===== src/rtl/bus_arbiter_pkg.sv =====
// Shared definitions for the memory-bus arbiter: FSM encoding and funct3 load/store size codes.
package bus_arbiter_pkg;

  typedef enum logic [1:0] {
    ST_IDLE = 2'd0,
    ST_BUSY = 2'd1,
    ST_RESP = 2'd2
  } state_t;

  localparam logic [2:0] OPT_LB  = 3'b000;
  localparam logic [2:0] OPT_LH  = 3'b001;
  localparam logic [2:0] OPT_LW  = 3'b010;
  localparam logic [2:0] OPT_LBU = 3'b100;
  localparam logic [2:0] OPT_LHU = 3'b101;

endpackage


===== src/rtl/bus_arbiter_rr_priority_select.sv =====
// Combinational round-robin pick: first requester at or after last_grant+1, wrapping.
module rr_priority_select #(
  parameter int N  = 2,
  parameter int GW = 1
)(
  input  logic [N-1:0]  req,
  input  logic [GW-1:0] last_grant,
  output logic [GW-1:0] winner,
  output logic          any
);

  // Walk offsets from farthest to nearest so the nearest hit after last_grant wins.
  always_comb begin
    winner = '0;
    any    = 1'b0;
    for (int k = N; k >= 1; k--) begin
      for (int j = 0; j < N; j++) begin
        if (req[j] && ((j == int'(last_grant) + k) || (j + N == int'(last_grant) + k))) begin
          winner = GW'(j);
          any    = 1'b1;
        end
      end
    end
  end

endmodule


===== src/rtl/bus_arbiter.sv =====
// Round-robin arbiter funnelling NUM_MASTERS memory masters onto one slave port,
// with an optional response timeout that completes the transaction with an error pulse.
module bus_arbiter
  import bus_arbiter_pkg::*;
#(
  parameter int NUM_MASTERS    = 2,
  parameter int DATA_WIDTH     = 32,
  parameter int ADDR_WIDTH     = 32,
  parameter int TIMEOUT_CYCLES = 255,
  localparam int GW = (NUM_MASTERS > 1) ? $clog2(NUM_MASTERS) : 1
)(
  input  logic                              clk,
  input  logic                              reset,
  input  logic [NUM_MASTERS-1:0]            m_memory_read,
  input  logic [NUM_MASTERS-1:0]            m_memory_write,
  input  logic [3*NUM_MASTERS-1:0]          m_option,
  input  logic [ADDR_WIDTH*NUM_MASTERS-1:0] m_address,
  input  logic [DATA_WIDTH*NUM_MASTERS-1:0] m_write_data,
  output logic [NUM_MASTERS-1:0]            m_memory_response,
  output logic [NUM_MASTERS-1:0]            m_error,
  output logic [DATA_WIDTH-1:0]             m_read_data,
  output logic                              s_memory_read,
  output logic                              s_memory_write,
  output logic [2:0]                        s_option,
  output logic [ADDR_WIDTH-1:0]             s_address,
  output logic [DATA_WIDTH-1:0]             s_write_data,
  input  logic                              s_memory_response,
  input  logic [DATA_WIDTH-1:0]             s_read_data,
  output logic                              grant_valid,
  output logic [GW-1:0]                     grant_id
);

  localparam int            CW   = (TIMEOUT_CYCLES > 0) ? $clog2(TIMEOUT_CYCLES + 1) : 1;
  localparam logic [CW-1:0] TERM = CW'((TIMEOUT_CYCLES > 0) ? TIMEOUT_CYCLES - 1 : 0);
  localparam logic [CW-1:0] SAT  = CW'(TIMEOUT_CYCLES);

  state_t                 state;
  logic [GW-1:0]          last_grant, winner;
  logic                   any;
  logic [CW-1:0]          cnt;
  logic [NUM_MASTERS-1:0] req, grant_oh;
  logic                   sel_rd, sel_wr, timeout;
  logic [2:0]             sel_opt;
  logic [ADDR_WIDTH-1:0]  sel_addr;
  logic [DATA_WIDTH-1:0]  sel_wdata;

  assign req = m_memory_read | m_memory_write;

  rr_priority_select #(.N(NUM_MASTERS), .GW(GW)) u_sel (
    .req        (req),
    .last_grant (last_grant),
    .winner     (winner),
    .any        (any)
  );

  always_comb begin
    sel_rd    = 1'b0;
    sel_wr    = 1'b0;
    sel_opt   = '0;
    sel_addr  = '0;
    sel_wdata = '0;
    grant_oh  = '0;
    for (int j = 0; j < NUM_MASTERS; j++) begin
      if (GW'(j) == winner) begin
        sel_rd    = m_memory_read[j];
        sel_wr    = m_memory_write[j];
        sel_opt   = m_option[3*j +: 3];
        sel_addr  = m_address[ADDR_WIDTH*j +: ADDR_WIDTH];
        sel_wdata = m_write_data[DATA_WIDTH*j +: DATA_WIDTH];
      end
      grant_oh[j] = (GW'(j) == grant_id);
    end
  end

  // Terminal count falls on the TIMEOUT_CYCLES-th BUSY cycle; a response then still wins.
  assign timeout = (TIMEOUT_CYCLES > 0) && (cnt == TERM);

  always_ff @(posedge clk or posedge reset) begin
    if (reset) begin
      state             <= ST_IDLE;
      last_grant        <= GW'(NUM_MASTERS - 1);
      cnt               <= '0;
      grant_valid       <= 1'b0;
      grant_id          <= '0;
      s_memory_read     <= 1'b0;
      s_memory_write    <= 1'b0;
      s_option          <= '0;
      s_address         <= '0;
      s_write_data      <= '0;
      m_memory_response <= '0;
      m_error           <= '0;
      m_read_data       <= '0;
    end else begin
      m_memory_response <= '0;
      m_error           <= '0;
      unique case (state)
        ST_IDLE: if (any) begin
          grant_id       <= winner;
          grant_valid    <= 1'b1;
          s_memory_write <= sel_wr;
          s_memory_read  <= sel_rd & ~sel_wr;
          s_option       <= sel_opt;
          s_address      <= sel_addr;
          s_write_data   <= sel_wdata;
          cnt            <= '0;
          state          <= ST_BUSY;
        end
        ST_BUSY: begin
          if (s_memory_response) begin
            m_read_data       <= s_read_data;
            m_memory_response <= grant_oh;
            s_memory_read     <= 1'b0;
            s_memory_write    <= 1'b0;
            state             <= ST_RESP;
          end else if (timeout) begin
            m_read_data       <= '0;
            m_memory_response <= grant_oh;
            m_error           <= grant_oh;
            s_memory_read     <= 1'b0;
            s_memory_write    <= 1'b0;
            state             <= ST_RESP;
          end else if (cnt != SAT) begin
            cnt <= cnt + 1'b1;
          end
        end
        ST_RESP: begin
          last_grant  <= grant_id;
          grant_valid <= 1'b0;
          state       <= ST_IDLE;
        end
        default: state <= ST_IDLE;
      endcase
    end
  end

endmodule


===== config.mk =====
export PLATFORM = sky130hd
export DESIGN_NAME = bus_arbiter
export DESIGN_NICKNAME = d
export VERILOG_FILES = /design/src/rtl/bus_arbiter_pkg.sv /design/src/rtl/bus_arbiter_rr_priority_select.sv /design/src/rtl/bus_arbiter.sv
export SDC_FILE = /design/constraint.sdc
export NUM_CORES = 1
export LEC_CHECK = 0
export ABC_AREA = 1
export CAP_MARGIN = 20
export CORE_ASPECT_RATIO = 1.5
export CORE_UTILIZATION = 36
export DETAILED_ROUTE_END_ITERATION = 12
export PLACE_DENSITY_LB_ADDON = 0.12
export SLEW_MARGIN = 20
export SYNTH_ARGS = -nofsm -noshare
export SYNTH_HDL_FRONTEND = slang
export SYNTH_SLANG_ARGS = --single-unit

===== constraint.sdc =====
create_clock -name clk -period 3.33 [get_ports clk]
set_input_delay 0.333 -clock clk [delete_from_list [all_inputs] [get_ports clk]]
set_output_delay 0.333 -clock clk [all_outputs]
set_load 0.02 [all_outputs]

==> results.sh <==
export IMPL_hold_path_class="input port to async pin"
export IMPL_power_density_nw_per_um2=943
export IMPL_synth_cells=634
export IMPL_max_freq_mhz=526
export IMPL_cts_root_buf="clkbuf_16"
export IMPL_antenna_left=0
export IMPL_cp_required_ns=3.66
export IMPL_cts_setup_buffers=0
export IMPL_wl_mm=17.8
export IMPL_core_region_area_um2=14500
export IMPL_p_sw_mw=3.29
export IMPL_timing_rr_end="m_read_data[14]$_DFFE_PP0P_"
export IMPL_cts_tree="yes"
export IMPL_cp_num_cells=8
export IMPL_clk_pin_slew_ns=0.06
export IMPL_slew_viol_final=0
export IMPL_cpPeakStageDelay_ns=0.58
export IMPL_synth_cell_types=26
export IMPL_skew_ns=0.0106
export IMPL_status="completed"
export IMPL_yosysWarnings=0
export IMPL_ioPinCount=280
export IMPL_wire_per_inst_um=16.1
export IMPL_reg2reg_depth=7
export IMPL_clk_latency_ns=0.41
export IMPL_grt_pass1_vias=5403
export IMPL_ys_seq_area_frac=0.552
export IMPL_start_util=0.368
export IMPL_clkSinkCount=118
export IMPL_synth_area_per_cell_um2=8.44
export IMPL_post_cts_resized=0
export IMPL_vdd_drop_max_v=0.000527
export IMPL_htreeDepth=4
export IMPL_drcViolationCount=0
export IMPL_num_vias=5474
export IMPL_drt_iter0_drc=193
export IMPL_hold_viol=0
export IMPL_numCtsBuffers=17
export IMPL_path_buf_inv=3
export IMPL_pwr_share_comb=0.481
export IMPL_die_x_um=102
export IMPL_setup_viol=0
export IMPL_rows=54
export IMPL_syn_area_um2=5350
export IMPL_antenna_cells=0
export IMPL_antenna_found_initial=0
export IMPL_dr_pass1_iters=7
export IMPL_worst_slew_pin_slew_ns=0.912
export IMPL_synthTopCellsByArea="dfrtp_1 55%, nand2_1 15%, a31oi_1 7.8%"
export IMPL_p_leak_nw=3.82
export IMPL_dieHeight_um=151
export IMPL_crit_chain="clkdlybuf4s50_1, nor2_1, nand2_1, nand2_2, inv_4, buf_12, nor2_1, a31oi_1"
export IMPL_sw_frac_of_total=0.396
export IMPL_synth_seq_cells=118
export IMPL_p_int_mw=5.02
export IMPL_track_usage=0.234
export IMPL_critPathArrivalTime_ns=2.23
export IMPL_yosysTopAreaCellShare=0.547
export IMPL_cp_max_fo=88
export IMPL_grt_max_degree=89
export IMPL_p_seq_frac=0.298
export IMPL_ctsHoldBuffers=0
export IMPL_crit_start="m_memory_write[0]"
export IMPL_io_buffers=279
export IMPL_grt_pass1_wl_mm=27.5
export IMPL_n_fill_cell=1291
export IMPL_layout_drive_gt1_share=0.0594
export IMPL_maxCapViolCount=0
export IMPL_fin_tns_setup_ns=0
export IMPL_synth_nets=809
export IMPL_rsz0062_at_grt="false"
export IMPL_start_kind="input port"
export IMPL_fin_crit_sh=0.571
export IMPL_grt_ovfl_total=0
export IMPL_place_gp_congestion=0.808
export IMPL_crit_type="input port to flip-flop"
export IMPL_die_area_um2=15400
export IMPL_area_growth_pct=64.8
export IMPL_fin_crit_ns=1.90
export IMPL_rr_startpoint="state[1]$_DFFE_PP0P_"
export IMPL_hpwl_mm=12.4
export IMPL_critPathMostFrequentCell="nor2_1"
export IMPL_p_clk_frac=0.221
export IMPL_cp_end_kind="flip-flop"
export IMPL_viasPerCell=4.95
export IMPL_final_nets=1071
export IMPL_cpMaxStageDelayCell="clkdlybuf4s50_1"
export IMPL_yosys_area_top_type="dfrtp_1"
export IMPL_slew_headroom=0.391
export IMPL_crit_family="buffers and inverters"
export IMPL_reg2reg_setup_slack_ns=1.50
export IMPL_final_util=0.607
export IMPL_clk_path_buf_depth=2
==> logic make-up (layout without fill, tap and decap cells) <==
kind of cell | after synthesis | count (layout) | synth area share
flip-flops | 118 | 118 | 0.552
adder cells (fa/ha/maj) | 2 | 2 | 0.00467
buffers and inverters | 59 | 334 | 0.0605
AND/OR/NAND/NOR | 375 | 375 | 0.290
AO/OA/AOI/OAI | 80 | 80 | 0.0930
==> power groups by stage <==
stage	clock [mW]	sequential (mW)	combinational, mW
after global routing	1.95	2.56	4.35
after global placement	0	2.48	3.94
final	1.84	2.48	4.00
after CTS	1.88	2.49	4.03
after floorplan	0	3.23	1.50
after detailed placement	0	2.50	4.03
==> per-layer routing <==
layer | share of wire | vias up | wire, um | track usage
met4 | 0.016 | 0 | 292 | 0.0920
met5 | 0 | - | 0 | 0
li1 | - | 2628 | - | -
met3 | 0.088 | 18 | 1570 | 0.0789
met2 | 0.51 | 242 | 9060 | 0.407
met1 | 0.39 | 2586 | 6880 | 0.260
==> worst reg2reg max path, delay by kind of cell, from the launching register on <==
kind	cells	cell delay, ns
buffers and inverters	3	0.94
flip-flops	1	0.38
AND/OR/NAND/NOR	4	0.45
==> cell usage in the layout (no fill, tap or decap), types with 4 or more instances in the layout <==
cell type | netlist | final
nand2_1 | 207 | 207
inv_1 | 14 | 13
clkinvlp_4 | 0 | 5
nand3_1 | 79 | 79
a31oi_1 | 67 | 67
o21ai_1 | 6 | 6
nand2_2 | 4 | 4
clkbuf_16 | 0 | 17
o21ai_0 | 5 | 5
dfrtp_1 | 117 | 117
nor2_1 | 76 | 76
clkdlybuf4s50_1 | 0 | 279
==> state kept, by name (all words and copies together), names as in the netlist <==
name and flops:
cnt 8, state 2, grant_id 1, m_error 2, last_grant 1, m_read_data 32
s_memory_read 1, s_memory_write 1, grant_valid 1, s_address 32, s_option 3, m_memory_response 2
s_write_data 32
==> how the worst max path moves through the flow <==
stage | to | slack, ns
global placement | s_address[17]$_DFFE_PP0P_ | 1.09
CTS | s_address[11]$_DFFE_PP0P_ | 1.43
finish | s_address[11]$_DFFE_PP0P_ | 1.43
floorplan | cnt[0]$_DFFE_PP0P_ | 1.56
global route | s_address[21]$_DFFE_PP0P_ | 1.24
detailed placement | s_address[11]$_DFFE_PP0P_ | 1.01
==> per-stage QoR <==
stage	setup slack (ns)	std cells	power [mW]	hold WS (ns)	cell area, um^2
floorplan	1.56	634	4.73	0.450	5360
global placement	1.09	1073	6.41	0.455	8220
detailed placement	1.01	1073	6.52	0.459	8220
CTS	1.43	1105	8.40	0.398	8820
global route	1.24	1105	8.85	0.409	8820
finish	1.43	1105	8.31	0.381	8820
==> cell type report <==
class | instances | area, um^2 | area share
Tap cell | 196 | 245 | 0.0278
Inverter | 17 | 70.1 | 0.00794
Timing Repair Buffer | 285 | 2880 | 0.326
Clock buffer | 19 | 453 | 0.0514
Sequential cell | 118 | 2950 | 0.335
Clock inverter | 13 | 148 | 0.0167
Multi-Input combinational cell | 457 | 2070 | 0.235
==> synthesized netlist by cell type (all sizes together) <==
master  number
or2          2
ha           2
buf         30
nand3       80
nand3b       1
a31oi       67
nor3         2
nand2      212
dfrtp      117
o21ai       12
nor2        78
o21bai       1
inv         17
dfstp        1
clkbuf      12
Power figures use the tool's default switching activity.
